File: config.mk
export PLATFORM = sky130hd
export DESIGN_NAME = sort_drain
export DESIGN_NICKNAME = d
export VERILOG_FILES = /design/src/rtl/sort_drain.sv
export SDC_FILE = /design/constraint.sdc
export NUM_CORES = 1
export LEC_CHECK = 0
export ABC_AREA = 1
export CAP_MARGIN = 20
export CORE_AREA = 3 3 125 127
export DETAILED_ROUTE_END_ITERATION = 10
export DIE_AREA = 0 0 128 130
export PLACE_DENSITY = 0.8
export SYNTH_ARGS = -nofsm -noshare
export SYNTH_HDL_FRONTEND = slang
export SYNTH_SLANG_ARGS = --single-unit
File: constraint.sdc
create_clock -name clk -period 6.45 [get_ports clk]
set_input_delay 0.9675 -clock clk [delete_from_list [all_inputs] [get_ports clk]]
set_output_delay 0.9675 -clock clk [all_outputs]
set_load 0.005 [all_outputs]
File: src/rtl/sort_drain.sv
// Drains the sorted array from the shared sort memory as a valid/ready stream
// with last/index sideband and a sticky in-line monotonicity check.
module sort_drain #(
  parameter int MM = 256,
  parameter int MN = 32,
  parameter int MW = 8
) (
  input  logic          clk,
  input  logic          reset_n,
  input  logic [MW:0]   num,
  input  logic          done_in,
  output logic          busy,
  output logic          finished,
  output logic          order_err,
  output logic          MemRd,
  output logic [MW-1:0] MemRdAddr,
  input  logic [MN-1:0] MemRdData,
  output logic          out_valid,
  input  logic          out_ready,
  output logic [MN-1:0] out_data,
  output logic          out_last,
  output logic [MW-1:0] out_index
);

  localparam logic [MW:0] MM_W  = (MW+1)'(MM);
  localparam logic [MW:0] ONE_W = {{MW{1'b0}}, 1'b1};

  typedef enum logic [1:0] {
    IDLE   = 2'd0,
    READ   = 2'd1,
    DRAIN  = 2'd2,
    FINISH = 2'd3
  } state_t;

  state_t        state_r;
  state_t        state_next_s;
  logic [MW:0]   n_r;
  logic [MW:0]   rd_cnt_r;
  logic [MW:0]   idx_r;
  logic          inflight_r;
  logic [MN-1:0] fifo0_r;
  logic [MN-1:0] fifo1_r;
  logic          wr_ptr_r;
  logic          rd_ptr_r;
  logic [1:0]    cnt_r;
  logic [MN-1:0] prev_r;
  logic          err_r;

  logic          done_acc_s;
  logic [MW:0]   num_clip_s;
  logic [MW:0]   n_last_s;
  logic [2:0]    occ_s;
  logic          mem_rd_s;
  logic          valid_s;
  logic [MN-1:0] head_s;
  logic          xfer_s;
  logic          store_s;
  logic          pop_s;
  logic          last_beat_s;

  assign done_acc_s  = done_in && (state_r == IDLE);
  assign num_clip_s  = (num > MM_W) ? MM_W : num;
  assign n_last_s    = n_r - ONE_W;
  assign occ_s       = {1'b0, cnt_r} + {2'b00, inflight_r};
  assign mem_rd_s    = (state_r == READ) && (occ_s < 3'd2);

  // A word arriving this cycle is presented directly when nothing is stored,
  // which gives the one-cycle MemRd-to-valid latency and bubble-free streaming.
  assign valid_s     = (cnt_r != 2'd0) || inflight_r;
  assign xfer_s      = valid_s && out_ready;
  assign store_s     = inflight_r && !((cnt_r == 2'd0) && xfer_s);
  assign pop_s       = xfer_s && (cnt_r != 2'd0);
  assign last_beat_s = xfer_s && (idx_r == n_last_s);

  // FIFO head selection: stored entry first, otherwise the arriving read word.
  always_comb begin
    head_s = MemRdData;
    if (cnt_r != 2'd0) begin
      head_s = rd_ptr_r ? fifo1_r : fifo0_r;
    end else begin
      head_s = MemRdData;
    end
  end

  // Next-state logic for the drain sequencer.
  always_comb begin
    state_next_s = state_r;
    case (state_r)
      IDLE: begin
        if (done_in) begin
          state_next_s = (num_clip_s != {(MW+1){1'b0}}) ? READ : FINISH;
        end else begin
          state_next_s = IDLE;
        end
      end
      READ: begin
        if (mem_rd_s && (rd_cnt_r == n_last_s)) begin
          state_next_s = DRAIN;
        end else begin
          state_next_s = READ;
        end
      end
      DRAIN: begin
        if (last_beat_s) begin
          state_next_s = FINISH;
        end else begin
          state_next_s = DRAIN;
        end
      end
      FINISH:  state_next_s = IDLE;
      default: state_next_s = IDLE;
    endcase
  end

  // State register.
  always_ff @(posedge clk or negedge reset_n) begin
    if (!reset_n) begin
      state_r <= IDLE;
    end else begin
      state_r <= state_next_s;
    end
  end

  // Count latch, read address counter, beat index and read-in-flight flag.
  always_ff @(posedge clk or negedge reset_n) begin
    if (!reset_n) begin
      n_r        <= {(MW+1){1'b0}};
      rd_cnt_r   <= {(MW+1){1'b0}};
      idx_r      <= {(MW+1){1'b0}};
      inflight_r <= 1'b0;
    end else begin
      inflight_r <= mem_rd_s;
      if (done_acc_s) begin
        n_r      <= num_clip_s;
        rd_cnt_r <= {(MW+1){1'b0}};
      end else if (mem_rd_s) begin
        rd_cnt_r <= rd_cnt_r + ONE_W;
      end
      if (done_acc_s || (state_r == FINISH)) begin
        idx_r <= {(MW+1){1'b0}};
      end else if (xfer_s) begin
        idx_r <= idx_r + ONE_W;
      end
    end
  end

  // Two-entry FIFO; a push and a pop in the same cycle leave the count unchanged.
  always_ff @(posedge clk or negedge reset_n) begin
    if (!reset_n) begin
      fifo0_r  <= {MN{1'b0}};
      fifo1_r  <= {MN{1'b0}};
      wr_ptr_r <= 1'b0;
      rd_ptr_r <= 1'b0;
      cnt_r    <= 2'd0;
    end else begin
      if (store_s) begin
        if (wr_ptr_r) begin
          fifo1_r <= MemRdData;
        end else begin
          fifo0_r <= MemRdData;
        end
        wr_ptr_r <= ~wr_ptr_r;
      end
      if (pop_s) begin
        rd_ptr_r <= ~rd_ptr_r;
      end
      cnt_r <= cnt_r + {1'b0, store_s} - {1'b0, pop_s};
    end
  end

  // Monotonicity check against the previously accepted word; sticky per drain.
  always_ff @(posedge clk or negedge reset_n) begin
    if (!reset_n) begin
      prev_r <= {MN{1'b0}};
      err_r  <= 1'b0;
    end else begin
      if (xfer_s) begin
        prev_r <= head_s;
      end
      if (done_acc_s) begin
        err_r <= 1'b0;
      end else if (xfer_s && (idx_r != {(MW+1){1'b0}}) && (head_s < prev_r)) begin
        err_r <= 1'b1;
      end
    end
  end

  assign busy      = (state_r != IDLE);
  assign finished  = (state_r == FINISH);
  assign order_err = err_r;
  assign MemRd     = mem_rd_s;
  assign MemRdAddr = mem_rd_s ? rd_cnt_r[MW-1:0] : {MW{1'b0}};
  assign out_valid = valid_s;
  assign out_data  = valid_s ? head_s : {MN{1'b0}};
  assign out_last  = valid_s && (idx_r == n_last_s);
  assign out_index = idx_r[MW-1:0];

endmodule

**Word level (Yosys, flattened, before mapping)**

Index checks and enable logic that the tools add are counted.

- Bits in registers: 131
- Word-level logic and storage cells: 69
- Input bits: 45
- Output and inout bits: 54

- Reduce and logical (&&, ||, !) cells: 25
- Multiplexer cells: 16
- Add/subtract/negate cells: 6
- Bitwise operators: 2
- Magnitude comparators: 3
- Equal/unequal tests: 5

Operators by type and width:

| cell | number |
|---|---|
| 2-to-1 mux 32 bit | 3 |
| 2-to-1 mux 9 bit | 5 |
| < comparator 32 bit | 1 |
| adder 9 x 1 -> 9 bit (second input constant) | 2 |
| == test 9 bit | 2 |
| nonzero test 9 bit | 2 |
| logical AND 1 bit | 11 |
| nonzero test 2 bit | 5 |
| greater-than comparator 9 bit (second input constant) | 1 |
| subtractor 9 x 1 -> 9 bit (second input constant) | 1 |
| 2-to-1 mux 8 bit | 1 |
| case mux 2 bit (4 select lines) | 1 |
| 2-to-1 mux 2 bit | 3 |
| == test 2 bit (second input constant) | 2 |
| zero test 2 bit | 2 |
| AND reduction 2 bit | 2 |
| adder 2 x 1 -> 3 bit | 1 |
| < comparator 3 x 2 -> 1 bit (second input constant) | 1 |
| 2-to-1 mux 1 bit | 3 |
| adder 2 x 1 -> 2 bit | 1 |
| == test 2 x 1 -> 1 bit (second input constant) | 1 |
| logical OR 1 bit | 2 |
| inverter 1 bit | 2 |
| subtractor 2 x 1 -> 2 bit | 1 |
| zero test 1 bit | 1 |

**Logic depth before layout (Yosys ltp)**

- Word-level depth: 8
- Depth in mapped cells: 17
- Depth with buffers taken out: 16

**Worst setup path after synthesis**

No wires, ideal clock.

- Kind: flip-flop to output port
- Start: register n_r[0]
- End: output out_last
- Buffers on the path: 0
- Setup slack: 3.873 ns
- Data arrival time: 1.610 ns
- Stages on the path, launching flop included: 9
- Cells stage by stage: dfrtp_1 -> inv_1 -> ha_1 -> nand3_2 -> xor2_1 -> or2_2 -> a21oi_1 -> nand3_1 -> nor2_1

- Longest elaborated chain between the ends: 3

Ends and longest elaborated chain:

| element | line | RTL |
|---|---|---|
| start, declared | 37 | `logic [MW:0] n_r;` |
| start signal, assigned | 127 | `n_r <= {(MW+1){1'b0}};` |
| start signal, assigned | 134 | `n_r <= num_clip_s;` |
| subtractor 9 x 1 -> 9 bit | 63 | `assign n_last_s = n_r - ONE_W;` |
| == test 9 bit | 195 | `assign out_last = valid_s && (idx_r == n_last_s);` |
| logical AND 1 bit | 195 |  |
| end, declared | 21 | `output logic out_last,` |

No other way between the ends.

**Worst setup path after layout**

Same ends and word-level chain as after synthesis.

==> metrics.yaml <==
status: "finished clean"
drive_gt1_frac: 0.103
reg2reg_slack_ns: 3.54
io_buffers: 98
yosys.cell_count.top_type: "nand2_1"
endpoint: "out_last"
fin_skew_ns: 0.00612
peakVddDrop_v: 0.000306
timing.setup.tns_ns: 0
synth_edf_count: 0
required_ns: 5.48
rsz0062_at_grt: "no"
core.rowCount: 44
cp-startpoint: "n_r[0]$_DFFE_PN0P_"
slew_violations: 0
worst_setup_path_end_kind: "output pin"
reg2reg_depth: 10
grt_pass1_vias: 5964
min_period_ns: 3.78
finalCritPeriodShare: 0.586
r2r-start: "cnt_r[1]$_DFF_PN0_"
wire_per_inst_um: 14.3
drtIter0Drc: 451
start_util: 0.510
dieArea_um2: 16600
crit_top_cell: "nor2_1"
final_antenna_net_count: 0
ios: 99
place_congestion: 0.846
cts_tree: "yes"
fp.dieH_um: 130
cp_cell_sequence: "inv_1 -> ha_1 -> nand3_2 -> nor3_2 -> xor2_1 -> o22ai_1 -> nor2_1 -> nand3_1 -> nor2_1 -> clkdlybuf4s50_1"
post_cts_buffers: 0
ff_latch_area_um2: 3280
drc: 0
synth_common_cells: "nand2_1, inv_1, dfrtp_1"
clock-sinks: 131
dominantRegCellSynth: "dfrtp_1"
core_region_area_um2: 14500
finalSetupViolCount: 0
clkTransAtPathRegs_ns: 0.06
yosysTopAreaCell: "dfrtp_1"
crit_arrival_ns: 2.81
route.final.wire_length_um: 17100
multi_input_area_um2: 3320
num_antenna_cells: 0
first_pass_iters: 5
grt-ovfl-total: 0
synth_top_area_frac: 0.442
grt_pass1_wl_um: 28500
synthToLayoutAreaGrowth_pct: 22.9
post_cts_resize_count: 0
worstSkewPairLatency_ns: 0.42
relSlewSlack: 0.437
whs_ns: 0.453
hold_viol_final: 0
antenna_found_initial: 0
syn_inst: 922
worstPathMaxFanout: 4
startpoint_type: "flip-flop"
root_buffer: "clkbuf_16"
cts_max_level: 4
crit_path_top_delay_cell: "clkdlybuf4s50_1"
nNetsFinal: 1081
cts_buffers: 17
hold_path_class: "in2async"
yosysWarnings: 0
dpl.hpwl_um: 11300
cts_buffer_depth: 2
holdBufCountCts: 0
ys_seq_elements: 131
max_freq_mhz: 264
synthArstFlopShare: 1.00
reg2reg_to: "order_err$_DFFE_PN0P_"
drt-vias-per-instance: 5.24
drv_cap: 0
worst_pin_slew_ns: 0.845
power_w: 0.00535
via_count: 6271
critical_path_class: "reg2out"
synth_nets: 1004
pwr_density_cell_nw_per_um2: 588
synth_cell_types: 43
p_leak_nw: 4.38
grt_start_max_net_pins: 85
seq_area_frac_synth: 0.442
grt_usage: 0.215
n_fill_cell: 1224
die_w_um: 128
critPathMaxStageDelay_ns: 0.52
ys_top_cells_by_area: "dfrtp_1, o21ai_0, nand2_1"
synth.cell_area_um2: 7410
synth.avg_cell_area_um2: 8.04
[layer usage]
| metal | track usage | wire length, um | vias up |
|---|---|---|---|
| met4 | 0.0749 | 341 | 0 |
| met3 | 0.0602 | 1060 | 26 |
| met5 | 0 | 0 | - |
| met1 | 0.285 | 7780 | 2915 |
| li1 | - | - | 3141 |
| met2 | 0.341 | 7930 | 189 |
[logic make-up after synthesis]
group           share of synthesized area
simple gates                        0.196
fa+ha+maj                          0.0625
compound gates                      0.169
flops                               0.442
buf+inv                             0.110
xor+xnor                           0.0189
[cell type report]
class / count / share of cell area
multi-input cells: 592 / 0.364
flip-flops and latches: 131 / 0.360
repair buffers: 103 / 0.115
inverters: 154 / 0.0638
clock buffers: 18 / 0.0482
well taps: 184 / 0.0253
clock inverters: 14 / 0.0231
[critical path: cells and delay by family (launching register included)]
kind | cells | cell delay [ns]
AO/OA/AOI/OAI | 1 | 0.11
XOR/XNOR | 1 | 0.35
adder cells (fa/ha/maj) | 1 | 0.21
buffers and inverters | 2 | 0.65
flip-flops | 1 | 0.43
AND/OR/NAND/NOR | 5 | 0.65
[placed cells by master, fill, tap and decap left out, types with 23 or more instances in the layout]
master           instances
o21ai_0                122
clkdlybuf4s50_1         97
o21ai_1                 23
o211ai_1                32
a21oi_1                 26
nor2_1                  64
inv_1                  144
nand2_1                162
ha_1                    37
or2_2                   33
dfrtp_1                131
[flip-flops by register name, indices dropped and copies added, names as in the netlist]
signal      flops
state_r         2
inflight_r      1
prev_r         32
idx_r           9
rd_ptr_r        1
rd_cnt_r        9
fifo0_r        32
fifo1_r        32
cnt_r           2
wr_ptr_r        1
n_r             9
order_err       1
[power breakdown]
part	switching [W]	leakage (nW)	internal, W
Sequential	0.000200	1.65	0.00119
Combinational	0.00165	2.42	0.00126
Clock	0.000359	0.312	0.000693
[worst min path at each step]
stage	endpoint	slack (ns)	startpoint
4_1_cts	fifo0_r[17]$_DFFE_PN0P_	0.48	fifo0_r[17]$_DFFE_PN0P_
2_1_floorplan	fifo0_r[10]$_DFFE_PN0P_	0.45	fifo0_r[10]$_DFFE_PN0P_
3_3_place_gp	fifo0_r[17]$_DFFE_PN0P_	0.46	fifo0_r[17]$_DFFE_PN0P_
3_5_place_dp	fifo0_r[17]$_DFFE_PN0P_	0.47	fifo0_r[17]$_DFFE_PN0P_
5_1_grt	fifo1_r[2]$_DFFE_PN0P_	0.46	reset_n
6_report	fifo0_r[6]$_DFFE_PN0P_	0.45	reset_n
[stage by stage]
step / instance area [um2] / setup WS, ns / instances / utilization
final: 9100 / 2.67 / 1196 / 0.626
after global routing: 9100 / 2.44 / 1196 / 0.626
after CTS: 9060 / 2.66 / 1194 / 0.623
after detailed placement: 8410 / 2.72 / 1162 / 0.578
after global placement: 8410 / 2.75 / 1162 / 0.578
after floorplan: 7410 / 3.87 / 922 / -
No activity file was read; power rests on OpenSTA's default activity.
==> RTL edit 1 (config.mk and constraints unchanged) <==
Encoding of `state_t`: now Gray code (2 bits for 4 states).
--- a/src/rtl/sort_drain.sv
+++ b/src/rtl/sort_drain.sv
@@ -26,10 +26,10 @@
   localparam logic [MW:0] ONE_W = {{MW{1'b0}}, 1'b1};
 
   typedef enum logic [1:0] {
-    IDLE   = 2'd0,
-    READ   = 2'd1,
-    DRAIN  = 2'd2,
-    FINISH = 2'd3
+    IDLE   = 2'b00,
+    READ   = 2'b01,
+    DRAIN  = 2'b11,
+    FINISH = 2'b10
   } state_t;
 
   state_t        state_r;
Formal check against the unedited RTL: no difference found for any inputs over 4 cycles, from zero or initial values and one cycle with reset_n low; so few cycles prove little.
==> RTL edit 1 against the original RTL <==
Global-route usage about the same; routed wire length shrank 0.17%; combinational power fell by 7.2%; synthesized cell count increased by 1.2%; first-iteration DRC count rose by 37%; core utilization shrank 0.39 points; sequential cell count unchanged; power is 4.6% lower; design area fell by 0.62%; critical path depth decreased by 3; area after synthesis down 1.0%; setup slack worse by 0.17 ns; critical endpoint is now out_data[25]; highest routed layer unchanged.
==> RTL edit 1: results (changes against the original RTL) <==
[metrics] multi-input logic portion of the cell area: 36.2% (-0.22 points)
[metrics] syn_nets: 1015 (+1.1%)
[metrics] worst slack at placement: 2.48 ns (-0.239 ns)
[metrics] Lkg Pwr: 0.00438 uW (about the same)
[metrics] global-route wire length before repair: 29.0 mm (+1.8%)
[metrics] Synth Area in XOR/XNOR: 2.27% (+0.38 points)
[metrics] fraction of the mapped netlist area in compound gates: 16.3% (-0.61 points)
[metrics] length of routed met3 wiring: 1.06 mm (-0.28%)
[metrics] depth of the worst register-to-register path: 14 (+4)
[metrics] Filler cells: 1236 (+0.98%)
[metrics] outcome: finished clean
[metrics] post-route cell area: 9050 um2 (-0.62%)
[metrics] number of standard cells in the layout, taps in and fillers out: 1207 (+0.92%)
[metrics] count of buffers not belonging to the clock network in the layout: 104 (+0.97%)
[metrics] Reg2Reg Setup Slack: 2.97 ns (-0.57 ns)
[metrics] routed length on met1: 7.59 mm (-2.4%)
[metrics] r2r startpoint: rd_ptr_r
[metrics] via count of the first global-routing pass: 6106 (+2.4%)
[metrics] transition time of the tightest slew-check pin: 1.02 ns (+0.174 ns)
[metrics] average cell area after synthesis: 7.86 um2 (-2.2%)
[metrics] proportion of cell area spent on the clock network: 6.76% (-0.37 points)
[metrics] drt total wl: 17.1 mm (-0.17%)
[metrics] Non-clk invs: 151 (-1.9%)
[metrics] Multi-input comb cells: 605 (+2.2%)
[metrics] final net count: 1092 (+1.0%)
[metrics] layout clock buffer count: 19 (+1)
[metrics] standard cell area after detailed placement: 8350 um2 (-0.73%)
[metrics] class of the tightest hold or removal check: register to register
[metrics] post-synthesis adder-cell area fraction: 6.32% (+0.066 points)
[metrics] GR Util met3: 5.28% (-0.74 points)
[metrics] data arrival time of the critical path: 2.98 ns (+0.17 ns)
[metrics] GPL Wtd Cong: 0.863 (+2.0%)
[metrics] layout cell share with drive strength beyond 1: 8.21% (-2.1 points)
[metrics] smallest hold slack: 0.474 ns (+0.0214 ns)
[metrics] non-clock buffer area fraction after layout: 12.0% (+0.46 points)
[metrics] Power Density: 565 nW/um2 (-4.0%)
[metrics] met1 routing resource usage after global routing: 28.7% (+0.22 points)
[metrics] GR Util All Layers: 21.5% (+0.031 points)
[metrics] top cells by area, synth: sky130_fd_sc_hd__dfrtp_1 45%, sky130_fd_sc_hd__o21ai_0 10%, sky130_fd_sc_hd__nand2_1 8.9%, sky130_fd_sc_hd__inv_1 7.6%, sky130_fd_sc_hd__ha_1 6.3%
[metrics] leading cell types by count after synthesis: 173 x sky130_fd_sc_hd__nand2_1, 149 x sky130_fd_sc_hd__inv_1, 146 x sky130_fd_sc_hd__o21ai_0, 131 x sky130_fd_sc_hd__dfrtp_1, 66 x sky130_fd_sc_hd__nor2_1
[metrics] met2 Use GR: 34.1% (-0.062 points)
[metrics] count of routing violations after the opening detailed-route iteration: 619 (+37%)
[metrics] post-synthesis cell type count: 35 (-19%)
[metrics] part of the total power dissipated in the clock network: 19.3% (-0.4 points)
[metrics] P_int: 3040 uW (-3.2%)
## RTL edit 1: cell count changes in the layout (fill, tap and decap cells not counted), sizes merged, moves of 3 or more
cell	before	now
o21ai	145	150
inv	154	151
nor2	72	68
o22ai	11	1
nor4	2	6
nand2	166	175
nand3	17	25
## RTL edit 1: worst register-to-register path: cells and delay by family (launching register included)
family | cells | cell delay, ns
fa+ha+maj | 1 | 0.39
buf+inv | 4 | 0.70
simple gates | 6 | 0.86
compound gates | 3 | 0.42
flops | 1 | 0.98
## RTL edit 1: how the worst max path moves through the flow
stage / end / slack, ns / start / depth (start not counted)
floorplan: out_last / 3.93 / n_r[0] / 10
global placement: out_data[1] / 2.51 / rd_ptr_r / 6
detailed placement: out_data[1] / 2.48 / rd_ptr_r / 6
CTS: out_data[21] / 1.99 / rd_ptr_r / 6
global route: out_data[26] / 2.22 / rd_ptr_r / 7
finish: out_data[25] / 2.50 / rd_ptr_r / 7
==> RTL edit 2 (same flow settings) <==
Made on the original files. The parameter `MW` goes from 8 to 9.
--- a/src/rtl/sort_drain.sv
+++ b/src/rtl/sort_drain.sv
@@ -3,7 +3,7 @@
 module sort_drain #(
   parameter int MM = 256,
   parameter int MN = 32,
-  parameter int MW = 8
+  parameter int MW = 9
 ) (
   input  logic          clk,
   input  logic          reset_n,
Interface: changed (resized MemRdAddr, num and out_index); port bits go from 99 to 102. No check against the original RTL was run, so the function may have changed too.
==> RTL edit 2 against the original RTL <==
Routed wire length grew 5.8%; setup slack got worse by 0.45 ns; hold slack gained 0.025 ns; first-iteration DRC count is 51% higher; largest cell class unchanged; design area is 2.0% higher; area after synthesis grew 2.7%; core utilization rose by 1.3 points; power down 3.3%; highest routed layer unchanged; largest power group unchanged; sequential cell count up 3; critical path type unchanged; critical endpoint is now out_data[24]; combinational power is 4% lower.
==> RTL edit 2: results (changes against the original RTL) <==
[metrics] outcome: finished clean
[metrics] GR Util met3: 4.91% (-1.1 points)
[metrics] Non-clk invs: 153 (-0.65%)
[metrics] Multi-input comb cells: 635 (+7.3%)
[metrics] count of routing violations after the opening detailed-route iteration: 680 (+51%)
[metrics] multi-input logic portion of the cell area: 37.3% (+0.85 points)
[metrics] IO Port Bufs: 101 (+3.1%)
[metrics] # placed instances: 1210 (+4.1%)
[metrics] drt total wl: 18.1 mm (+5.8%)
[metrics] flip-flop and latch count after synthesis: 134 (+2.3%)
[metrics] Lkg Pwr: 0.00449 uW (+2.4%)
[metrics] Filler cells: 1252 (+2.3%)
[metrics] placed wire-length estimate after detailed placement: 12.3 mm (+9.6%)
[metrics] leading cell types by count after synthesis: 182 x sky130_fd_sc_hd__nand2_1, 149 x sky130_fd_sc_hd__inv_1, 140 x sky130_fd_sc_hd__o21ai_0, 134 x sky130_fd_sc_hd__dfrtp_1, 77 x sky130_fd_sc_hd__nor2_1
[metrics] top cells by area, synth: sky130_fd_sc_hd__dfrtp_1 44%, sky130_fd_sc_hd__o21ai_0 9.2%, sky130_fd_sc_hd__nand2_1 9.0%, sky130_fd_sc_hd__inv_1 7.4%, sky130_fd_sc_hd__ha_1 6.1%
[metrics] layout clock buffer count: 21 (+3)
[metrics] Vias/cell: 5.36 (+2.2%)
[metrics] part of the total power dissipated in combinational logic: 53.8% (-0.6 points)
[metrics] routed length on met1: 8.25 mm (+6.0%)
[metrics] global-route wire length before repair: 30.4 mm (+6.9%)
[metrics] Synth Area in XOR/XNOR: 1.83% (-0.066 points)
[metrics] length of routed met3 wiring: 984 um (-7.4%)
[metrics] Max transition margin: 29.3% (-14 points)
[metrics] worst slack at placement: 2.41 ns (-0.308 ns)
[metrics] layout cell share with drive strength beyond 1: 8.31% (-2.0 points)
[metrics] met2 WL: 8.42 mm (+6.2%)
[metrics] IR Drop Worst-Case VDD: 0.000294 V (-3.7%)
[metrics] via count of the first global-routing pass: 6405 (+7.4%)
[metrics] P_int: 3020 uW (-4.0%)
[metrics] average cell area after synthesis: 7.84 um2 (-2.4%)
[metrics] met1 routing resource usage after global routing: 30.6% (+2.1 points)
[metrics] delay of the slowest cell on the worst path: 1.01 ns (+0.49 ns)
[metrics] Synth-to-Final Area Change: 22.1%
[metrics] post-synthesis cell type count: 42 (-2.3%)
[metrics] class of the tightest hold or removal check: register to register
[metrics] post-synthesis adder-cell area fraction: 6.08% (-0.16 points)
[metrics] r2r startpoint: rd_ptr_r
[metrics] count of buffers not belonging to the clock network in the layout: 105 (+1.9%)
[metrics] sequential fraction of the synthesis area: 44.1% (-0.18 points)
RTL edit 2: cell count changes after synthesis, moves of 4 or more:
cell                       change
sky130_fd_sc_hd__nand4_1       +5
sky130_fd_sc_hd__o21ai_1      -19
sky130_fd_sc_hd__o22ai_1      -10
sky130_fd_sc_hd__nor2_1       +13
sky130_fd_sc_hd__inv_2         -5
sky130_fd_sc_hd__o21ai_0      +18
sky130_fd_sc_hd__inv_1         +5
sky130_fd_sc_hd__nand3_1      +16
sky130_fd_sc_hd__clkbuf_1     +10
sky130_fd_sc_hd__nand2_1      +20
sky130_fd_sc_hd__a21oi_1       +4
RTL edit 2: final timing paths:
| path | end | slack (ns) | cells past startpoint |
|---|---|---|---|
| hold / removal | fifo0_r[31] | 0.48 | 2 |
| hold reg to reg | fifo0_r[31] | 0.48 | 2 |
| setup / recovery | out_data[24] | 2.22 | 7 |
| setup reg to reg | order_err | 2.85 | 12 |
| max in group asynchronous | order_err | 4.70 | 2 |
| min in group asynchronous | prev_r[10] | 0.58 | 1 |
